### config.mk
export PLATFORM = sky130hd
export DESIGN_NAME = decoder3_sched
export DESIGN_NICKNAME = d
export VERILOG_FILES = /design/src/rtl/dec3_sched_pkg.sv /design/src/rtl/dec3_rr_pick.sv /design/src/rtl/decoder3_sched.sv
export SDC_FILE = /design/constraint.sdc
export NUM_CORES = 1
export LEC_CHECK = 0
export ABC_AREA = 1
export BUFFER_PORTS_ARGS = -buffer_cell sky130_fd_sc_hd__buf_2
export CORE_MARGIN = 1.5
export CORE_UTILIZATION = 60
export CTS_CLUSTER_SIZE = 8
export DETAILED_ROUTE_END_ITERATION = 8
export PLACE_DENSITY = 0.77
export SLEW_MARGIN = 20
export SYNTH_ARGS = -nofsm -noshare
export SYNTH_HDL_FRONTEND = slang
export SYNTH_SLANG_ARGS = --single-unit
### constraint.sdc
create_clock -name CELCLK -period 8.7 [get_ports CELCLK]
set_input_delay 1.305 -clock CELCLK [delete_from_list [all_inputs] [get_ports CELCLK]]
set_output_delay 1.305 -clock CELCLK [all_outputs]
set_load 0.02 [all_outputs]
### src/rtl/dec3_sched_pkg.sv
// Shared types and constants for the decoder3 select scheduler.
package dec3_sched_pkg;

    localparam int NREQ  = 7;
    localparam int CNT_W = 8;
    localparam logic [2:0] PARK_CODE = 3'd0;

    typedef enum logic [1:0] {
        ST_PARK,
        ST_ON,
        ST_DEAD
    } state_t;

    // Requester index reached by stepping forward from base, wrapping over NREQ.
    function automatic logic [2:0] rr_step(input logic [2:0] base, input int unsigned step);
        return 3'((32'(base) + step) % 32'(NREQ));
    endfunction

endpackage

### src/rtl/dec3_rr_pick.sv
// Combinational round-robin pick: first set request after ptr, wrapping, with ptr itself last.
module dec3_rr_pick
    import dec3_sched_pkg::*;
(
    input  logic [NREQ-1:0] req,
    input  logic [2:0]      ptr,
    output logic [2:0]      win,
    output logic            vld
);

    logic [2:0] idx;

    // Walk from the farthest candidate to the nearest so the nearest one wins.
    always_comb begin
        win = ptr;
        vld = 1'b0;
        idx = ptr;
        for (int k = NREQ; k >= 1; k--) begin
            idx = rr_step(ptr, k);
            if (req[idx]) begin
                win = idx;
                vld = 1'b1;
            end
        end
    end

endmodule

### src/rtl/decoder3_sched.sv
// Break-before-make round-robin owner of the 3-to-8 decoder select.
// Optional max-hold preemption is built only when DEC3_MAXHOLD_EN is defined.
module decoder3_sched
    import dec3_sched_pkg::*;
#(
    parameter int HOLD_MIN = 4,
    parameter int DEAD     = 2,
    parameter int MAX_HOLD = 64
) (
    input  logic            CELCLK,
    input  logic            CELRSTN,
    input  logic [NREQ-1:0] req,
    output logic [2:0]      i,
    output logic [NREQ-1:0] gnt,
    output logic            busy
);

    localparam logic [CNT_W-1:0] HOLD_C = CNT_W'(HOLD_MIN);
    localparam logic [CNT_W-1:0] DEAD_C = CNT_W'(DEAD);

    state_t            state;
    logic [2:0]        ptr;
    logic [CNT_W-1:0]  cnt;
    logic [CNT_W-1:0]  cnt_inc;
    logic [2:0]        win;
    logic              win_vld;
    logic              preempt;
    logic              release_ok;

    dec3_rr_pick u_pick (
        .req (req),
        .ptr (ptr),
        .win (win),
        .vld (win_vld)
    );

    assign cnt_inc = (cnt == '1) ? cnt : cnt + 1'b1;

`ifdef DEC3_MAXHOLD_EN
    localparam logic [CNT_W-1:0] MAXH_C = CNT_W'(MAX_HOLD);
    // While ON, gnt is exactly the owner's bit, so req & ~gnt is every other requester.
    assign preempt = (cnt >= MAXH_C) && ((req & ~gnt) != '0);
`else
    assign preempt = 1'b0;
`endif

    // ptr doubles as the current owner while ON.
    assign release_ok = (!req[ptr] && (cnt >= HOLD_C)) || preempt;

    always_ff @(posedge CELCLK or negedge CELRSTN) begin
        if (!CELRSTN) begin
            state <= ST_PARK;
            ptr   <= 3'd6;
            cnt   <= '0;
            i     <= PARK_CODE;
            gnt   <= '0;
            busy  <= 1'b0;
        end else begin
            case (state)
                ST_PARK: begin
                    if (win_vld) begin
                        state <= ST_ON;
                        ptr   <= win;
                        cnt   <= CNT_W'(1);
                        i     <= win + 3'd1;
                        gnt   <= NREQ'(1) << win;
                        busy  <= 1'b1;
                    end
                end
                ST_ON: begin
                    if (release_ok) begin
                        state <= ST_DEAD;
                        cnt   <= CNT_W'(1);
                        i     <= PARK_CODE;
                        gnt   <= '0;
                    end else begin
                        cnt <= cnt_inc;
                    end
                end
                ST_DEAD: begin
                    if (cnt >= DEAD_C) begin
                        state <= ST_PARK;
                        cnt   <= '0;
                        busy  <= 1'b0;
                    end else begin
                        cnt <= cnt_inc;
                    end
                end
                default: begin
                    state <= ST_PARK;
                    i     <= PARK_CODE;
                    gnt   <= '0;
                    busy  <= 1'b0;
                end
            endcase
        end
    end

endmodule

==> results_dict.tcl, run 1 <==
set metrics [dict create \
    dieWidth_um 78.6 \
    htree_levels 1 \
    antenna_found_initial 0 \
    wire_per_inst_um 14.3 \
    synth.area.top_cells "dfrtp_1 (16%), nand2_1 (14%), ha_1 (11%)" \
    antenna_cells 0 \
    synthArstFlopShare_pct 100 \
    netlist_instances 510 \
    grt-ovfl-total 0 \
    cp.required_ns 8.90 \
    slew_violations 0 \
    ys.flop_type "dfrtp_1" \
    io_buffers 19 \
    ys.warnings.count 0 \
    drcViolationCount 0 \
    status "complete, no violations" \
    dp_hpwl_um 6630 \
    final-hold-violation-count 0 \
    post_synth.cell_area_avg_um2 6.72 \
    cts_root_buffer "clkbuf_8" \
    routed_wl_um 8560 \
    utilization_pct 65.4 \
    fin_crit_ns 5.31 \
    num_vias 3458 \
    drtPass1Iterations 5 \
    tightest_slew_ns 0.920 \
    gp_congestion 0.965 \
    clock-sinks 24 \
    worstPathCellList "inv_2 > ha_1 > inv_2 > ha_1 > ha_1 > nor3_1 > nand3_1 > o21ai_1 > nand3_2 > nand2_4 > nand2_1 > nand3_1 > nand3_2 > nand3_1 > nand3_1 > nand2_1 > nand2_1 > nand2_1 > nand2_1 > a21oi_4 > inv_1 > ha_1 > ha_1 > o21ai_0" \
    grt_pass1_vias 3185 \
    critPathBufInv 3 \
    ys_ff_latch 24 \
    drtIter0Drc 218 \
    crit_path_start_kind "register" \
    cts_resized 0 \
    drv_cap 0 \
    arrival_ns 5.51 \
    cts_hold_buf 0 \
    cts_made_buffers 3 \
    clk_pin_slew_ns 0.09 \
    max_stage_delay_ns 0.96 \
    ctsLongestPathBuffers 2 \
    max_slew_margin_pct 38.6 \
    yosys.area.top_type "dfrtp_1" \
    fmax_mhz 188 \
    syn-num-nets 549 \
    via_per_inst 5.78 \
    grt_pass1_wl_um 14300 \
    critPathKind "reg -> reg" \
    drive_above_1_share_pct 21.1 \
    crit_path_top_delay_cell "dfrtp_1" \
    final_antenna_net_count 0 \
    rsz0062_at_grt "false" \
    endpoint_kind "register" \
    ioPinCount 20 \
    post-cts-setup-buffer-count 0 \
    netlist.area_leader.share_pct 16.1 \
    cp_max_fo 24 \
    worstSkewPairLatency_ns 0.27 \
    layout_worst_path_cycle_share_pct 61.1 \
    netlist_area_um2 3430 \
    setup_tns_ns 0 \
    rows 27 \
    fin_skew_ns 0.00357 \
    final-setup-viol-count 0 \
    track_usage_pct 28.6 \
    yosysSeqAreaShare_pct 17.6 \
    hp-class "reg -> reg" \
    nets 566 \
    cts_tree "built" \
    syn_to_final_growth_pct 5.07 \
    core-area_um2 5510 \
    synth_edf_count 0 \
    ys_types 48 \
    grt_max_degree 25 \
    start_util_pct 62.2 \
    nFillCells 520 \
    crit_family "adder cells" \
    die_h_um 78.6 \
    die_area_um2 6170 \
]
## metrics by stage
| stage | cell area [um^2] | worst slack [ns] | hold WS (ns) | instances |
|---|---|---|---|---|
| after floorplan | 3430 | 4.74 | 0.481 | 510 |
| after global placement | 3530 | 3.64 | 0.462 | 594 |
| after CTS | 3600 | 3.45 | 0.490 | 598 |
| after global routing | 3600 | 2.92 | 0.505 | 598 |
| final | 3600 | 3.39 | 0.487 | 598 |
| after detailed placement | 3530 | 3.49 | 0.460 | 594 |
## cell type report
cell class,instances,area (um^2),share of cell area [%]
flip-flops and latches,24,603,16.7
inverters,73,274,7.61
multi-input cells,406,2470,68.5
clock inverters,1,30.0,0.834
clock buffers,3,41.3,1.15
repair buffers,19,95.1,2.64
well taps,72,90.1,2.50
## registers in the layout, summed over array words and instances, names as in the netlist
name   flops
busy       1
ptr        3
i          3
cnt        8
gnt        7
state      2
## layout by cell type (no fill, tap or decap), types with 11 or more instances in the layout
cell	synthesis	final
o21ai_2	11	11
dfrtp_1	22	22
nor2_1	24	24
a21oi_1	23	23
o21ai_0	27	27
inv_2	11	11
nand2_1	127	127
ha_1	30	30
inv_1	62	62
nand3_1	55	55
buf_2	1	19
nand2_2	28	28
## routing by layer
metal | global-route usage [%] | wire [um]
met1 | 36.0 | 3710
met4 | 15.0 | 352
met3 | 1.98 | 385
met2 | 48.7 | 4110
met5 | 0 | 0
## worst reg2reg max path: cells and delay by family (launching register included)
| family | cells | cell delay, ns |
|---|---|---|
| AOI/OAI and AO/OA | 3 | 0.56 |
| adders and majority gates | 5 | 1.70 |
| and+or+nand+nor | 13 | 1.40 |
| buffers and inverters | 3 | 0.64 |
| DFF | 1 | 0.96 |
## path summary, 6_finish.rpt
check	from	to	slack (ns)	depth (start not counted)
setup / recovery	ptr[0]$_DFFE_PN0P_	i[2]$_DFFE_PN0P_	3.39	24
hold / removal	gnt[2]$_DFFE_PN0P_	gnt[2]$_DFFE_PN0P_	0.49	2
setup reg to reg	ptr[0]$_DFFE_PN0P_	i[2]$_DFFE_PN0P_	3.39	24
hold reg to reg	gnt[2]$_DFFE_PN0P_	gnt[2]$_DFFE_PN0P_	0.49	2
max in group asynchronous	CELRSTN	ptr[1]$_DFFE_PN1P_	7.33	1
min in group asynchronous	CELRSTN	cnt[4]$_DFFE_PN0P_	1.01	1
## synth_stat cells, types with 2 or more instances
cell type / n
o21ai_1: 7
a2111oi_0: 2
nor2_1: 24
o22ai_1: 2
nand3_2: 9
or2_2: 2
buf_4: 2
nor3_1: 7
nand2_4: 7
o21ai_0: 27
inv_2: 11
xor2_2: 2
nand2_1: 127
a21oi_1: 23
buf_6: 2
xnor2_1: 2
o211ai_1: 8
nor2_2: 5
xor2_1: 3
dfrtp_1: 22
o21ai_2: 11
ha_1: 30
dfstp_2: 2
o31ai_1: 2
a21oi_4: 2
nand3_1: 55
nor2_4: 2
nand3_4: 2
nand2_2: 28
buf_12: 2
nand4_1: 2
inv_1: 62
## cells by family after synthesis
group | after synthesis | share of synthesized area, %
compound gates | 95 | 18.1
fa+ha+maj | 30 | 11.0
buf+inv | 80 | 10.4
simple gates | 273 | 39.9
flops | 24 | 17.6
xor+xnor | 8 | 3.03
Power of run 1 is not shown: default switching activity piles up to over one toggle a cycle in this logic, so the estimate is an artifact.
==> run 2, diff against run 1 <==
--- a/config.mk
+++ b/config.mk
@@ -5,13 +5,13 @@
 export SDC_FILE = /design/constraint.sdc
 export NUM_CORES = 1
 export LEC_CHECK = 0
-export ABC_AREA = 1
+export ABC_AREA = 0
 export BUFFER_PORTS_ARGS = -buffer_cell sky130_fd_sc_hd__buf_2
 export CORE_MARGIN = 1.5
 export CORE_UTILIZATION = 60
 export CTS_CLUSTER_SIZE = 8
 export DETAILED_ROUTE_END_ITERATION = 8
-export PLACE_DENSITY = 0.77
+export PLACE_DENSITY = 0.76
 export SLEW_MARGIN = 20
 export SYNTH_ARGS = -nofsm -noshare
 export SYNTH_HDL_FRONTEND = slang
==> constraint.sdc (replaced) <==
create_clock -name CELCLK -period 5.3 [get_ports CELCLK]
set_input_delay 0.795 -clock CELCLK [delete_from_list [all_inputs] [get_ports CELCLK]]
set_output_delay 0.795 -clock CELCLK [all_outputs]
set_load 0.02 [all_outputs]
==> run 2 against run 1 <==
Against the previous run: worst hold slack worse by 0.0085 ns; clock skew is 0.0015 ns higher; utilization is 1.3 points higher.
==> results_dict.tcl, run 2 <==
set metrics [dict create \
    tightest_slew_ns 0.859 \
    cts_root_buffer "clkbuf_8" \
    htree_levels 1 \
    fin_cells 578 \
    synthArstFlopShare_pct 100 \
    final_common_cell "nand2_1" \
    drtIter0Drc 484 \
    netlist.area_leader.share_pct 14.6 \
    critPathBufInv 3 \
    ctsLongestPathBuffers 2 \
    syn-num-nets 533 \
    dp_cells 573 \
    die_h_um 82.2 \
    ys.warnings.count 0 \
    max_stage_delay_ns 0.54 \
    setup_ws_ns 0.401 \
    grt_max_degree 53 \
    netlist_area_um2 3770 \
    yosysSeqAreaShare_pct 16.0 \
    grt-ovfl-total 0 \
    start_util_pct 62.9 \
    via_per_inst 6.80 \
    drtPass1Iterations 5 \
    num_vias 3931 \
    drive_above_1_share_pct 14.5 \
    ioPinCount 20 \
    endpoint_kind "register" \
    ys_top_cells_by_count "nand2_1 (54), nor2_1 (37), a21oi_1 (33)" \
    setup_tns_ns 0 \
    crit_top_cell "ha_1" \
    synth_edf_count 0 \
    yosys.cell_count.top_type "nand2_1" \
    crit_path_start_kind "register" \
    fmax_mhz 204 \
    nets 543 \
    dpl_worst_slack_ns 0.283 \
    layout_worst_path_cycle_share_pct 92.4 \
    layout_common_cells "nand2_1 (54), nor2_1 (37), a21oi_1 (33), ha_1 (29), o21ai_0 (28)" \
    cts_made_buffers 3 \
    drcViolationCount 0 \
    reg2regPathDepth 19 \
    ys_ff_latch 24 \
    fin_skew_ns 0.00511 \
    largest-register "cnt" \
    track_usage_pct 32.9 \
    critPathKind "reg -> reg" \
    clk_pin_slew_ns 0.09 \
    rows 28 \
    hp-class "in -> async" \
    synth.area.top_cells "dfrtp_1 (15%), ha_1 (10%), nand2_1 (5.4%)" \
    largest_reg_flops 8 \
    worstPathCellList "buf_4 > ha_1 > xor2_2 > inv_2 > ha_1 > ha_1 > nand2b_1 > a211oi_2 > o221ai_1 > a221oi_1 > o211ai_1 > buf_4 > and2_1 > a211o_1 > nor3_1 > o311a_1 > ha_1 > ha_1 > o31ai_1" \
    post_synth.cell_area_avg_um2 7.62 \
    yosys.area.top_type "dfrtp_1" \
    syn_to_final_growth_pct 6.05 \
    crit_family "compound AO/OA/AOI/OAI gates" \
    gp_congestion 0.930 \
    cp.required_ns 5.49 \
    ys.flop_type "dfrtp_1" \
    fin_crit_ns 4.90 \
    ys_types 87 \
    core-area_um2 5990 \
    r2r_setup_slack_ns 0.40 \
    nFillCells 514 \
    dp_hpwl_um 7880 \
    clock-sinks 24 \
    reg2reg_to "i[2]$_DFFE_PN0P_" \
    dieWidth_um 82.2 \
    reg_top3 "cnt x8, gnt x7" \
    wire_per_inst_um 18.7 \
    rsz0062_at_grt "false" \
    final-setup-viol-count 0 \
    die_area_um2 6760 \
    grt_pass1_vias 3510 \
    routed_wl_um 10800 \
    final_antenna_net_count 0 \
    cp_max_fo 13 \
    antenna_cells 0 \
    status "complete, no violations" \
    cts_tree "built" \
    slew_violations 0 \
    worstSkewPairLatency_ns 0.28 \
    max_slew_margin_pct 42.0 \
    drv_cap 0 \
    io_buffers 19 \
    antenna_found_initial 0 \
    crit_path_top_delay_cell "dfstp_2" \
    grt_pass1_wl_um 17300 \
    final-hold-violation-count 0 \
    r2r-start "ptr[1]$_DFFE_PN1P_" \
    netlist_instances 494 \
    arrival_ns 5.09 \
]
[run 2: cell types whose count changed after synthesis, sizes merged, moves of 12 or more]
cell / before / now
o21ai: 46 / 31
inv: 73 / 24
and2: 0 / 12
nand3: 66 / 19
buf: 7 / 20
nand2: 162 / 54
xnor2: 3 / 15
mux2i: 0 / 14
[run 2: cell type report]
class	count	area (um^2)	share of cell area [%]
clock buffers	3	41.3	1.03
multi-input cells	417	2930	73.4
flip-flops and latches	24	603	15.1
well taps	75	93.8	2.35
clock inverters	1	30.0	0.752
inverters	25	93.8	2.35
repair buffers	33	200	5.01
[run 2: through the flow]
step | utilization, % | hold WS, ns | instance area [um^2]
after floorplan | - | 0.489 | 3770
after global placement | 65.1 | 0.455 | 3900
after detailed placement | 65.1 | 0.462 | 3900
after CTS | 66.2 | 0.482 | 3970
after global routing | 66.7 | 0.507 | 3990
final | 66.7 | 0.478 | 3990
[run 2: worst max-delay path by stage]
stage	startpoint	end	slack, ns	cells after the start
floorplan	ptr[0]$_DFFE_PN0P_	i[2]$_DFFE_PN0P_	0.001	23
global placement	ptr[2]$_DFFE_PN1P_	i[2]$_DFFE_PN0P_	0.39	16
detailed placement	ptr[1]$_DFFE_PN1P_	i[2]$_DFFE_PN0P_	0.28	17
CTS	ptr[1]$_DFFE_PN1P_	i[2]$_DFFE_PN0P_	0.27	17
global route	ptr[2]$_DFFE_PN1P_	i[2]$_DFFE_PN0P_	0.09	17
finish	ptr[1]$_DFFE_PN1P_	i[2]$_DFFE_PN0P_	0.40	19
[run 2: routing by layer]
metal / GRT usage (%) / share of wire, % / routed length, um
met1: 47.3 / 44 / 4770
met2: 52.2 / 45 / 4890
met3: 4.51 / 9.0 / 973
met4: 6.95 / 1.5 / 160
met5: 0 / 0 / 0
[run 2: cell families after synthesis]
kind of cell               count (synthesis)  synth area share [%]
AOI/OAI and AO/OA                        163                  31.2
buffers and inverters                     53                  6.61
adders and majority gates                 30                  9.97
and+or+nand+nor                          185                  25.0
xor gates and xnor gates                  17                  4.55
muxes                                     22                  6.71
DFF                                       24                  16.0
[run 2: what timing repair did]
item | 4_1_cts | 5_1_grt
gates resized for setup | 0 | 3
buffers inserted | 0 | 1
endpoints found under the setup margin | 0 | 6
endpoints found under the hold margin | 0 | 0
hold buffers | 0 | 0
[run 2: worst register-to-register path: stages (launching register included)]
cell      delay [ns]
dfstp_2         0.54
buf_4           0.21
ha_1            0.25
xor2_2          0.19
inv_2           0.13
ha_1            0.21
ha_1            0.26
nand2b_1        0.18
a211oi_2        0.37
o221ai_1        0.19
a221oi_1        0.33
o211ai_1        0.12
buf_4           0.18
and2_1          0.17
a211o_1         0.26
nor3_1          0.19
o311a_1         0.38
ha_1            0.21
ha_1            0.22
o31ai_1         0.21
Power of run 2 is left out for the same reason.
==> run 3, diff against run 2 <==
--- a/config.mk
+++ b/config.mk
@@ -11,7 +11,8 @@
 export CORE_UTILIZATION = 60
 export CTS_CLUSTER_SIZE = 8
 export DETAILED_ROUTE_END_ITERATION = 8
-export PLACE_DENSITY = 0.76
+export MAX_ROUTING_LAYER = met4
+export PLACE_DENSITY = 0.87
 export SLEW_MARGIN = 20
 export SYNTH_ARGS = -nofsm -noshare
 export SYNTH_HDL_FRONTEND = slang
==> run 3 against run 2 <==
Against the previous run: non-clock buffer count shrank 1; fmax shrank 3.1%; cell count shrank 0.17%; sequential cell count is the same; critical path depth shrank 1; first-iteration DRC count grew 15%; critical endpoint unchanged; largest cell class unchanged; highest routed layer unchanged.
==> results_dict.tcl, run 3 (synthesis results as in run 2) <==
set metrics [dict create \
    fin_cells 577 \
    cts_made_buffers 3 \
    max_slew_margin_pct 54.6 \
    highest_layer "met4" \
    ctsLongestPathBuffers 2 \
    dieWidth_um 82.2 \
    slew_violations 0 \
    met2WireLength_um 4800 \
    drcViolationCount 0 \
    nets 542 \
    cts_tree "built" \
    ioPinCount 20 \
    dp_hpwl_um 7810 \
    worstSkewPairLatency_ns 0.27 \
    arrival_ns 5.22 \
    num_vias 3977 \
    critPathKind "reg -> reg" \
    drt-met1-wl_um 4460 \
    fin_skew_ns 0.0105 \
    reg2reg_to "i[2]$_DFFE_PN0P_" \
    hp-class "reg -> reg" \
    core-area_um2 5990 \
    whs_ns 0.473 \
    wl_met3_um 806 \
    grt_pass1_wl_um 16800 \
    r2r-start "ptr[1]$_DFFE_PN1P_" \
    antenna_cells 0 \
    cts_hold_buf 0 \
    fmax_mhz 198 \
    drtIter0Drc 557 \
    worstPathCellList "buf_4 > ha_1 > xor2_4 > inv_2 > ha_1 > ha_1 > nand2b_1 > a211oi_2 > o221ai_1 > a221oi_1 > o211ai_1 > and2_1 > a211o_1 > nor3_1 > o311a_1 > ha_1 > ha_1 > o31ai_1" \
    io_buffers 19 \
    grt_max_degree 42 \
    final_antenna_net_count 0 \
    routed_wl_um 10400 \
    drive_above_1_share_pct 14.3 \
    die_area_um2 6760 \
    endpoint_kind "register" \
    crit_family "compound AO/OA/AOI/OAI gates" \
    reg2regPathDepth 18 \
    track_usage_pct 32.5 \
    seq_area_um2 607 \
    final_area_um2 3980 \
    rows 28 \
    dpl-instance-area_um2 3870 \
    nFillCells 511 \
    tightest_slew_ns 0.673 \
    layout_common_cells "nand2_1 (54), nor2_1 (37), a21oi_1 (32), ha_1 (30), o21ai_0 (28)" \
    largest-register "cnt" \
    cp.required_ns 5.46 \
    crit_path_top_delay_cell "dfstp_2" \
    htree_levels 1 \
    fin_crit_ns 5.06 \
    clk_pin_slew_ns 0.08 \
    hold_end "gnt[2]$_DFFE_PN0P_" \
    critPathBufInv 2 \
    max_stage_delay_ns 0.54 \
    crit_path_start_kind "register" \
    clock-sinks 24 \
    layout_worst_path_cycle_share_pct 95.4 \
    hold_depth 2 \
    reg_top3 "cnt x8, gnt x7" \
    cts_root_buffer "clkbuf_8" \
    cp_max_fo 13 \
    wire_per_inst_um 18.0 \
    gp_congestion 1.00 \
    multiInputGateArea_um2 2950 \
    status "complete, no violations" \
    dpl_worst_slack_ns 0.150 \
    grt_pass1_vias 3509 \
    drtPass1Iterations 5 \
    drv_cap 0 \
    final_common_cell "nand2_1" \
    syn_to_final_growth_pct 5.71 \
    dp_cells 570 \
    antenna_found_initial 0 \
    hold_start "gnt[2]$_DFFE_PN0P_" \
    start_util_pct 62.9 \
    via_per_inst 6.89 \
    final-setup-viol-count 0 \
    r2r_setup_slack_ns 0.24 \
    setup_ws_ns 0.244 \
    final-hold-violation-count 0 \
    die_h_um 82.2 \
    crit_top_cell "ha_1" \
    grt-ovfl-total 0 \
    largest_reg_flops 8 \
]
[run 3: tightest hold or removal path, stage by stage (launching register included)]
cell	delay (ns)
dfrtp_1	0.34
nand2_1	0.05
o31ai_1	0.05
[run 3: timing repair]
item	CTS	global route
buffers inserted	0	3
setup endpoints to repair	0	12
resized for setup	0	6
[run 3: metal layers]
metal | global-route usage [%] | vias to the layer above
met5 | - | -
met4 | 8.31 | 0
met3 | 4.07 | 35
met2 | 50.1 | 211
met1 | 44.9 | 1863
li1 | - | 1868
[run 3: area by class of cell]
class	instances	share of cell area, %
clock buffers	4	1.13
inverters	25	2.36
multi-input cells	417	74.1
flip-flops and latches	24	15.2
well taps	75	2.36
repair buffers	32	4.84
[run 3: through the flow]
stage | setup TNS, ns | utilization [%]
6_report | 0 | 66.5
5_1_grt | -0.0409 | 66.5
4_1_cts | 0 | 65.4
3_5_place_dp | 0 | 64.7
3_3_place_gp | 0 | 64.7
2_1_floorplan | 0 | -
[run 3: worst max-delay path by stage]
stage	startpoint	end	slack [ns]	cells after the start
6_report	ptr[1]$_DFFE_PN1P_	i[2]$_DFFE_PN0P_	0.24	18
3_5_place_dp	ptr[2]$_DFFE_PN1P_	i[2]$_DFFE_PN0P_	0.15	15
5_1_grt	ptr[1]$_DFFE_PN1P_	i[2]$_DFFE_PN0P_	-0.04	18
2_1_floorplan	ptr[0]$_DFFE_PN0P_	i[2]$_DFFE_PN0P_	0.001	23
3_3_place_gp	ptr[1]$_DFFE_PN1P_	i[2]$_DFFE_PN0P_	0.38	16
4_1_cts	ptr[2]$_DFFE_PN1P_	i[2]$_DFFE_PN0P_	0.11	15
Power of run 3 is left out for the same reason.
